<file path="src/rtl/spi_fifo_bridge.sv">
// Opcode decoder and burst streamer between a byte-level SPI slave and NUM_CH sample FIFOs.
// A FIFO byte reaches tx_data 2 edges after its read strobe; tx_done paces the burst, and low spi_active aborts it.
module spi_fifo_bridge #(
    parameter int          NUM_CH    = 2,
    parameter int          LVL_W     = 7,
    parameter logic [7:0]  CTRL_RST  = 8'h00,
    parameter logic [7:0]  FILL_BYTE = 8'h00
) (
    input  logic                      clk_i,
    input  logic                      rst_i,
    input  logic                      spi_active_i,
    input  logic                      rx_valid_i,
    input  logic [7:0]                rx_data_i,
    input  logic                      tx_done_i,
    output logic [7:0]                tx_data_o,
    output logic [NUM_CH-1:0]         fifo_rd_o,
    input  logic [8*NUM_CH-1:0]       fifo_dat_i,
    input  logic [NUM_CH-1:0]         fifo_empty_i,
    input  logic [LVL_W*NUM_CH-1:0]   fifo_level_i,
    output logic [7:0]                ctrl_reg_o,
    output logic                      sd_en_o,
    output logic                      busy_o
);
    localparam int CH_W = (NUM_CH > 1) ? $clog2(NUM_CH) : 1;

    typedef enum logic [2:0] {
        S_IDLE,
        S_WR_CTRL,
        S_GET_LEN,
        S_FETCH,
        S_CAPT,
        S_STREAM
    } state_t;

    state_t              state_q, state_d;
    logic [7:0]          tx_q, tx_d;
    logic [7:0]          ctrl_q, ctrl_d;
    logic [NUM_CH-1:0]   rd_q, rd_d;
    logic [NUM_CH-1:0]   undr_q, undr_d;
    logic [CH_W-1:0]     ch_q, ch_d;
    logic [7:0]          len_q, len_d;
    logic [7:0]          cnt_q, cnt_d;

    logic [7:0]          sel_dat;
    logic [LVL_W-1:0]    op_lvl;
    logic                op_ch_ok;
    logic                start_fetch;

    always_comb begin
        sel_dat  = '0;
        op_lvl   = '0;
        op_ch_ok = (rx_data_i[3:0] < 4'(NUM_CH));
        for (int i = 0; i < NUM_CH; i++) begin
            if (ch_q == CH_W'(i))
                sel_dat = fifo_dat_i[8*i +: 8];
            if (rx_data_i[3:0] == 4'(i))
                op_lvl = fifo_level_i[LVL_W*i +: LVL_W];
        end
    end

    always_comb begin
        state_d     = state_q;
        tx_d        = tx_q;
        ctrl_d      = ctrl_q;
        rd_d        = '0;
        undr_d      = undr_q;
        ch_d        = ch_q;
        len_d       = len_q;
        cnt_d       = cnt_q;
        start_fetch = 1'b0;

        if (!spi_active_i) begin
            state_d = S_IDLE;
        end else begin
            case (state_q)
                S_IDLE: begin
                    if (rx_valid_i) begin
                        if (rx_data_i == 8'h02) begin
                            state_d = S_WR_CTRL;
                        end else if (rx_data_i == 8'h03) begin
                            tx_d = ctrl_q;
                        end else if (rx_data_i == 8'h04) begin
                            tx_d   = 8'(undr_q);
                            undr_d = '0;
                        end else if (rx_data_i[7:4] == 4'h1 && op_ch_ok) begin
                            tx_d = 8'(op_lvl);
                        end else if (rx_data_i[7:4] == 4'hC && op_ch_ok) begin
                            ch_d    = CH_W'(rx_data_i[3:0]);
                            state_d = S_GET_LEN;
                        end
                    end
                end
                S_WR_CTRL: begin
                    if (rx_valid_i) begin
                        ctrl_d  = rx_data_i;
                        state_d = S_IDLE;
                    end
                end
                S_GET_LEN: begin
                    if (rx_valid_i) begin
                        len_d = rx_data_i;
                        cnt_d = '0;
                        if (rx_data_i == 8'h00) begin
                            state_d = S_IDLE;
                        end else begin
                            state_d     = S_FETCH;
                            start_fetch = 1'b1;
                        end
                    end
                end
                S_FETCH: begin
                    // The strobe was issued on entry, so a raised rd_q means data is on its way.
                    if (|rd_q) begin
                        state_d = S_CAPT;
                    end else begin
                        tx_d = FILL_BYTE;
                        for (int i = 0; i < NUM_CH; i++)
                            if (ch_q == CH_W'(i))
                                undr_d[i] = 1'b1;
                        state_d = S_STREAM;
                    end
                end
                S_CAPT: begin
                    tx_d    = sel_dat;
                    state_d = S_STREAM;
                end
                S_STREAM: begin
                    if (tx_done_i) begin
                        cnt_d = cnt_q + 8'd1;
                        if (cnt_q + 8'd1 == len_q) begin
                            state_d = S_IDLE;
                        end else begin
                            state_d     = S_FETCH;
                            start_fetch = 1'b1;
                        end
                    end
                end
                default: state_d = S_IDLE;
            endcase

            if (start_fetch)
                for (int i = 0; i < NUM_CH; i++)
                    if (ch_q == CH_W'(i) && !fifo_empty_i[i])
                        rd_d[i] = 1'b1;
        end
    end

    always_ff @(posedge clk_i or posedge rst_i) begin
        if (rst_i) begin
            state_q <= S_IDLE;
            tx_q    <= '0;
            ctrl_q  <= CTRL_RST;
            rd_q    <= '0;
            undr_q  <= '0;
            ch_q    <= '0;
            len_q   <= '0;
            cnt_q   <= '0;
        end else begin
            state_q <= state_d;
            tx_q    <= tx_d;
            ctrl_q  <= ctrl_d;
            rd_q    <= rd_d;
            undr_q  <= undr_d;
            ch_q    <= ch_d;
            len_q   <= len_d;
            cnt_q   <= cnt_d;
        end
    end

    assign tx_data_o  = tx_q;
    assign fifo_rd_o  = rd_q;
    assign ctrl_reg_o = ctrl_q;
    assign sd_en_o    = ctrl_q[0];
    assign busy_o     = (state_q != S_IDLE);

endmodule
</file>
<file path="config.mk">
export PLATFORM = sky130hd
export DESIGN_NAME = spi_fifo_bridge
export DESIGN_NICKNAME = d
export VERILOG_FILES = /design/src/rtl/spi_fifo_bridge.sv
export SDC_FILE = /design/constraint.sdc
export NUM_CORES = 1
export LEC_CHECK = 0
export CORE_MARGIN = 1.5
export CORE_UTILIZATION = 40
export DETAILED_ROUTE_END_ITERATION = 12
export PLACE_DENSITY_LB_ADDON = 0.2
export SLEW_MARGIN = 5
export SYNTH_ARGS = -nofsm -noshare
export SYNTH_HDL_FRONTEND = slang
export SYNTH_SLANG_ARGS = --single-unit
</file>
<file path="constraint.sdc">
create_clock -name clk_i -period 2.9 [get_ports clk_i]
set_clock_uncertainty 0.05 [all_clocks]
set_input_delay 0.58 -clock clk_i [delete_from_list [all_inputs] [get_ports clk_i]]
set_output_delay 0.58 -clock clk_i [all_outputs]
set_load 0.03 [all_outputs]
</file>
== After elaboration in Yosys (flattened, before gate mapping) ==
Index checks and enable logic that the tools add are counted.

* Register bits: 40
* Input bits: 45

* $add $sub $neg: 1
* Magnitude comparators: 1
* Eq/ne operators: 30
* Multiplexer cells: 45
* Bitwise gates (word level): 5
* Reductions and logical operators: 22

{| class="wikitable"
|+ Operator list
! operator !! number
|-
| $mux W8 || 9
|-
| $reduce_and A8 Y1 || 4
|-
| $mux W3 || 10
|-
| $pmux W8 S3 || 1
|-
| $ne A4 B4 Y1 const B || 5
|-
| $mux W2 || 9
|-
| $ne A2 B2 Y1 const B || 9
|-
| $pmux W3 S6 || 1
|-
| $eq A8 B2 Y1 const B || 2
|-
| $pmux W8 S2 || 1
|-
| $mux W7 || 2
|-
| $ne A3 B3 Y1 const B || 4
|-
| $mux W1 || 10
|-
| $add A8 B1 Y8 const B || 1
|-
| $eq A4 B1 Y1 const B || 2
|-
| $eq A8 B3 Y1 const B || 1
|-
| $eq A8 B8 Y1 || 1
|-
| $logic_not A8 Y1 || 1
|-
| $eq A3 B2 Y1 const B || 2
|-
| $eq A3 B3 Y1 const B || 2
|-
| $reduce_and A3 Y1 || 2
|-
| $reduce_and A6 Y1 || 1
|-
| $reduce_bool A3 Y1 || 2
|-
| $not A1 Y1 || 5
|-
| other kinds (12) || 17
|}

== Depth between registers and ports, before layout ==
Gate-level depths: netlist of the first run.

* Depth after elaboration: 10
* Mapped depth: 8
* Mapped depth without buffers: 7

== Worst setup path before layout of the first run ==
No wires, ideal clock.

* Path type: input port to flip-flop
* From: in rx_data_i[0]
* To: reg tx_q[0], in the netlist tx_data_o[0]
* Library setup time: 0.125 ns
* Data arrival time: 1.883 ns
* Slack: 0.843 ns
* Stages: 7
* Cell sequence: buf_2 -> and3b_1 -> o21ai_0 -> a21oi_1 -> or2_4 -> o2111ai_4 -> mux2_2

* Cells in the longest elaborated chain, start to end: 9
* Elaborated cells between the ends (all ways): 18
* Those cells by class: order compare (1); eq/ne (6); mux (8); reduce/logical (3)

{| class="wikitable"
|+ RTL lines
! element !! line !! text
|-
| start: declaration || 13 || <nowiki>input logic [7:0] rx_data_i,</nowiki>
|-
| $logic_not A4 Y1 || 56 || <nowiki>if (rx_data_i[3:0] == 4'(i))</nowiki>
|-
| $mux W7 (2 in a row) || 56 ||
|-
| $mux W8 || 85 || <nowiki>end else if (rx_data_i[7:4] == 4'h1 && op_ch_ok) begin</nowiki>
|-
| $mux W8 || 82 || <nowiki>end else if (rx_data_i == 8'h04) begin</nowiki>
|-
| $mux W8 || 80 || <nowiki>end else if (rx_data_i == 8'h03) begin</nowiki>
|-
| $mux W8 || 78 || <nowiki>if (rx_data_i == 8'h02) begin</nowiki>
|-
| $mux W8 || 77 || <nowiki>if (rx_valid_i) begin</nowiki>
|-
| $pmux W8 S3 || 75 || <nowiki>case (state_q)</nowiki>
|-
| end signal: assignment || 160 || <nowiki>tx_q <= tx_d;</nowiki>
|-
| end: declaration || 36 || <nowiki>logic [7:0] tx_q, tx_d;</nowiki>
|}

Several ways; a longest one is shown, not always the timed one. The select of a mux whose other input is x is not followed.
A chain may end at the register's enable or synchronous reset.

== Worst setup path after layout of the first run ==
* From: reg state_q[0]
* To: out busy_o

* Cells in the longest elaborated chain, start to end: 1

{| class="wikitable"
|+ RTL lines
! element !! line !! text
|-
| start: declaration || 35 || <nowiki>state_t state_q, state_d;</nowiki>
|-
| start signal: assignment || 159 || <nowiki>state_q <= state_d;</nowiki>
|-
| $reduce_bool A3 Y1 || 174 || <nowiki>assign busy_o = (state_q != S_IDLE);</nowiki>
|-
| end: declaration || 22 || <nowiki>output logic busy_o</nowiki>
|}

No other way between the ends.

==> results.cfg, run 1 <==
[timing]
worst_slack_ns = 0.308
finalSetupViolations = 0
rsz0062_at_grt = false
worst_hold_slack_ns = 0.456
period_needed_ns = 2.59
finalHoldViolCount = 0
drv_slew = 0
slew_headroom_pct = 58.9
tns_ns = 0
max_freq_mhz = 386
worstMarginPinSlew_ns = 0.617
layout_worst_path_cycle_share_pct = 89.4

[worst_setup_path]
cp_top_family = buffers and inverters
crit_start = state_q[0]
crit_required_ns = 2.27
cpMaxStageDelayCell = clkdlybuf4s50_1
cp_max_fo = 9
cp.arrival_ns = 1.96
cpPeakStageDelay_ns = 0.64
rrSetupSlack_ns = 0.58
reg2reg_to = fifo_rd_o[0]
crit_buf_inv = 1
cp-endpoint = busy_o
reg2regPathDepth = 7
rr_startpoint = cnt_q[0]
cp_cell_sequence = or3_1 > clkdlybuf4s50_1
cp.depth = 2
crit_path_end_kind = output port
start_kind = flop
crit_type = flop to output port

[layout]
layout_commonest_cell = clkdlybuf4s50_1
final_cell_mix = clkdlybuf4s50_1 (64), dfrtp_1 (40), mux2_2 (24)
drive_above_1_share_pct = 18.3
insertedDiodeCount = 0
fin_cells = 387
final_util_pct = 55.3
final_cell_area_sq_um = 3330
layout-area-overhead-vs-synth_pct = 31.9
nNetsFinal = 357

[global_route]
grt_pass1_vias = 2176
grt_pass1_wl_microns = 10500
antenna_found_initial = 0
grt_max_degree = 41
grt-ovfl-total = 0
grt.total_usage_pct = 20.6

[clock_tree]
cts.path.max_buffers = 2
cts.sinks = 40
cts_hold_buf = 0
path_clk_slew_ns = 0.08
cts_made_buffers = 5
post_cts.repair.setup_buffers = 0
insertion_delay_ns = 0.30
clockRootBuffer = clkbuf_8
cts_tree = yes
cts.htree.levels = 2
postCtsResizedCells = 0

[placement]
place_hpwl_microns = 4750
place_area_sq_um = 3240
dp_slack_ns = 0.175
post-place-cells = 379
gp_congestion = 0.978
io_buffers = 64

[routing]
vias_per_cell = 5.67
first_pass_iters = 4
drt_iter0_drc = 124
wl_met3_microns = 384
highest_layer = met4
drc_errors = 0
wl_met2_microns = 3000
ant_nets = 0
route.vias.total = 2196
drt-total-wl_microns = 6300
wl_per_cell_microns = 16.3
wl_met1_microns = 2840

[synthesis]
synth_ff_type = dfrtp_1
syn_area_per_cell_sq_um = 10.2
synth_warnings = 0
synth.distinct_cells = 56
async_flop_share_pct = 100
syn_area_sq_um = 2530
synthCells = 247
syn_nets = 293
synth_seq_cells = 40
synth-edff-count = 0
yosysSeqAreaShare_pct = 39.6

[floorplan]
die_h_microns = 82.5
die_w_microns = 82.5
io_pins = 65
core_sq_um = 6030
die_area_sq_um = 6800
rows = 28
initial_core_util_pct = 41.9

[outcome]
status = complete, no violations

[min_path]
min_from = cnt_q[7]
holdCritPathClass = flop to flop

[power_and_ir_drop]
p_per_area_nw_per_um2 = 360
power_mw = 1.20
ir_drop_uv = 300
p_leak_nw = 1.44

[job]
max-cap-violations = 0
[worst min-delay path by stage]
| stage | endpoint | slack, ns | cells past startpoint |
|---|---|---|---|
| after floorplan | cnt_q[7] | 0.42 | 1 |
| after global placement | tx_data_o[1] | 0.44 | 1 |
| after detailed placement | tx_data_o[6] | 0.45 | 1 |
| after CTS | cnt_q[7] | 0.46 | 1 |
| after global routing | tx_data_o[7] | 0.48 | 1 |
| final | cnt_q[7] | 0.46 | 1 |
[where the power goes]
part | switching [mW] | internal, mW | leakage, nW
sequential | 0.0175 | 0.579 | 0.544
clock | 0.199 | 0.190 | 0.0510
combinational | 0.0944 | 0.120 | 0.848
[synthesized netlist by cell type (5+ instances only)]
cell type | number | area [sq um]
dfrtp_1 | 40 | 1000
a21oi_1 | 7 | 35.0
o21ai_0 | 19 | 95.1
nand3_1 | 11 | 55.1
nor3_1 | 7 | 35.0
inv_1 | 6 | 22.5
o22ai_1 | 9 | 56.3
nor2b_1 | 5 | 31.3
mux2_2 | 24 | 270
mux2i_1 | 16 | 160
buf_2 | 6 | 30.0
nand2_1 | 11 | 41.3
nor2_1 | 13 | 48.8
a31oi_1 | 5 | 31.3
[state kept, by name, summed over array words and instances (netlist names)]
| register | count |
|---|---|
| len_q | 8 |
| ch_q | 1 |
| ctrl_reg_o | 8 |
| state_q | 3 |
| tx_data_o | 8 |
| undr_q | 2 |
| cnt_q | 8 |
| fifo_rd_o | 2 |
[metal layers]
| layer | up-vias | global-route usage, % |
|---|---|---|
| li1 | 1046 | - |
| met1 | 1070 | 28.6 |
| met2 | 74 | 32.2 |
| met3 | 6 | 3.85 |
| met4 | 0 | 7.12 |
| met5 | - | 0 |
[final cells by class]
cell class / count / area, sq um
clock buffer: 6 / 82.6
clock inverter: 2 / 10.0
fill: 559 / 2690
inverter: 6 / 22.5
multi-input combinational: 185 / 1420
sequential: 40 / 1000
tap: 75 / 93.8
timing repair buffer: 73 / 708
[cell families (layout without fill, tap and decap cells)]
kind of cell	Yosys count	in the layout	share of synthesized area, %
buf+inv	22	87	4.36
compound gates	59	59	16.0
flops	40	40	39.6
simple gates	77	77	18.6
fa+ha+maj	1	1	0.495
mux	40	40	17.0
xor+xnor	8	8	3.86
Note: power is estimated with default switching activity, not from simulation.
==> inputs of run 2 (changes only) <==
--- a/config.mk
+++ b/config.mk
@@ -9,7 +9,7 @@
 export CORE_UTILIZATION = 40
 export DETAILED_ROUTE_END_ITERATION = 12
 export PLACE_DENSITY_LB_ADDON = 0.2
-export SLEW_MARGIN = 5
+export SLEW_MARGIN = 40
 export SYNTH_ARGS = -nofsm -noshare
 export SYNTH_HDL_FRONTEND = slang
 export SYNTH_SLANG_ARGS = --single-unit
==> results of run 2 <==
Same layout as run 1: the final DEF is identical, and so are final timing and power.
==> inputs of run 3 (changes only) <==
--- a/config.mk
+++ b/config.mk
@@ -6,7 +6,7 @@
 export NUM_CORES = 1
 export LEC_CHECK = 0
 export CORE_MARGIN = 1.5
-export CORE_UTILIZATION = 40
+export CORE_UTILIZATION = 50
 export DETAILED_ROUTE_END_ITERATION = 12
 export PLACE_DENSITY_LB_ADDON = 0.2
 export SLEW_MARGIN = 40
==> run 3 against run 2 <==
Against the previous run: routed wire length shrank 0.67%; hold slack gained 0.016 ns; critical path depth is the same; utilization grew 14 points; via count shrank 0.64%.
==> results.cfg, run 3 (same netlist as run 1, synthesis figures left out) <==
[placement]
gp_congestion = 0.857
post-place-cells = 370
place_hpwl_microns = 4740
io_buffers = 64

[global_route]
grt-ovfl-total = 0
top_usage_layer = met2
grt_max_degree = 41
grt_use_met1_pct = 35.9
grt_pass1_wl_microns = 10200
grt_pass1_vias = 2056
antenna_found_initial = 0
met2_usage_pct = 36.5
grt.total_usage_pct = 24.6
met3_usage_pct = 5.42

[clock_tree]
postCtsResizedCells = 0
insertion_delay_ns = 0.29
cts.htree.levels = 2
cts_made_buffers = 5
clockRootBuffer = clkbuf_8
cts_tree = yes
cts_hold_buf = 0
path_clk_slew_ns = 0.07
cts.path.max_buffers = 2
cts.sinks = 40
post_cts.repair.setup_buffers = 0

[timing]
rsz0062_at_grt = false
max_freq_mhz = 387
finalSetupViolations = 0
period_needed_ns = 2.59
slew_headroom_pct = 61.0
tns_ns = 0
worstMarginPinSlew_ns = 0.585
finalHoldViolCount = 0
worst_hold_slack_ns = 0.472
layout_worst_path_cycle_share_pct = 89.2
drv_slew = 0

[layout]
layout_commonest_cell = clkdlybuf4s50_1
insertedDiodeCount = 0
layout-area-overhead-vs-synth_pct = 31.2
nNetsFinal = 356
final_cell_mix = clkdlybuf4s50_1 (64), dfrtp_1 (40), mux2_2 (24)
fin_cells = 378
drive_above_1_share_pct = 17.4

[worst_setup_path]
reg2regPathDepth = 7
rrSetupSlack_ns = 0.63
cp-endpoint = busy_o
cp_cell_sequence = or3_1 > clkdlybuf4s50_1
crit_type = flop to output port
cp_max_fo = 9
crit_path_end_kind = output port
crit_start = state_q[0]
cpMaxStageDelayCell = clkdlybuf4s50_1
reg2reg_to = fifo_rd_o[0]
crit_buf_inv = 1
start_kind = flop
cpPeakStageDelay_ns = 0.64
cp_top_family = buffers and inverters
rr_startpoint = cnt_q[0]
cp.arrival_ns = 1.96
crit_required_ns = 2.27
cp.depth = 2

[power_and_ir_drop]
internal-power_mw = 0.892
seq_power_share_pct = 50.2
switchingPower_mw = 0.298
clkPwrFrac_pct = 32.0
ir_drop_uv = 312
p_per_area_nw_per_um2 = 359
combPwrFrac_pct = 17.8
p_leak_nw = 1.43
p_sw_share_pct = 25.1

[routing]
route.vias.total = 2182
first_pass_iters = 4
wl_per_cell_microns = 16.6
drt_iter0_drc = 189
drt-total-wl_microns = 6260
drc_errors = 0
vias_per_cell = 5.77
ant_nets = 0

[floorplan]
io_pins = 65
core_sq_um = 4790
die_area_sq_um = 5490
die_w_microns = 74.1
die_h_microns = 74.1
rows = 25
initial_core_util_pct = 52.8

[job]
max-cap-violations = 0

[outcome]
status = complete, no violations

[min_path]
holdCritPathClass = flop to flop
run 3: layout make-up:
class	count	area (sq um)
Timing Repair Buffer	72	701
Tap cell	67	83.8
Fill cell	367	1470
Clock buffer	8	90.1
Sequential cell	40	1000
Inverter	6	22.5
Multi-Input combinational cell	185	1420
run 3: worst min-delay path by stage:
stage,to,start,cells past startpoint
2_1_floorplan,cnt_q[7],cnt_q[7],1
3_3_place_gp,tx_data_o[4],tx_data_o[4],1
3_5_place_dp,tx_data_o[3],tx_data_o[3],1
4_1_cts,tx_data_o[4],tx_data_o[4],1
5_1_grt,cnt_q[7],cnt_q[7],1
6_report,tx_data_o[0],tx_data_o[0],1
run 3: power groups by stage:
stage | Clock [mW] | Sequential, mW | Combinational, mW
floorplan | 0 | 0.621 | 0.0871
global route | 0.417 | 0.600 | 0.228
finish | 0.381 | 0.597 | 0.212
global placement | 0 | 0.607 | 0.209
detailed placement | 0 | 0.608 | 0.212
CTS | 0.389 | 0.597 | 0.213
run 3: per-stage QoR:
stage | total power [mW] | util [%] | instance area [sq um] | worst slack [ns]
after floorplan | 0.709 | - | 2530 | 0.843
after global placement | 0.816 | 67.3 | 3220 | 0.217
after detailed placement | 0.821 | 67.3 | 3220 | 0.208
after CTS | 1.20 | 69.2 | 3310 | 0.308
after global routing | 1.24 | 69.2 | 3310 | 0.256
final | 1.19 | 69.2 | 3310 | 0.313
run 3: metal layers:
| metal | routed length [microns] | share of wire [%] |
|---|---|---|
| met5 | 0 | 0 |
| met4 | 107 | 1.7 |
| met3 | 353 | 5.6 |
| met2 | 2890 | 46 |
| met1 | 2910 | 46 |
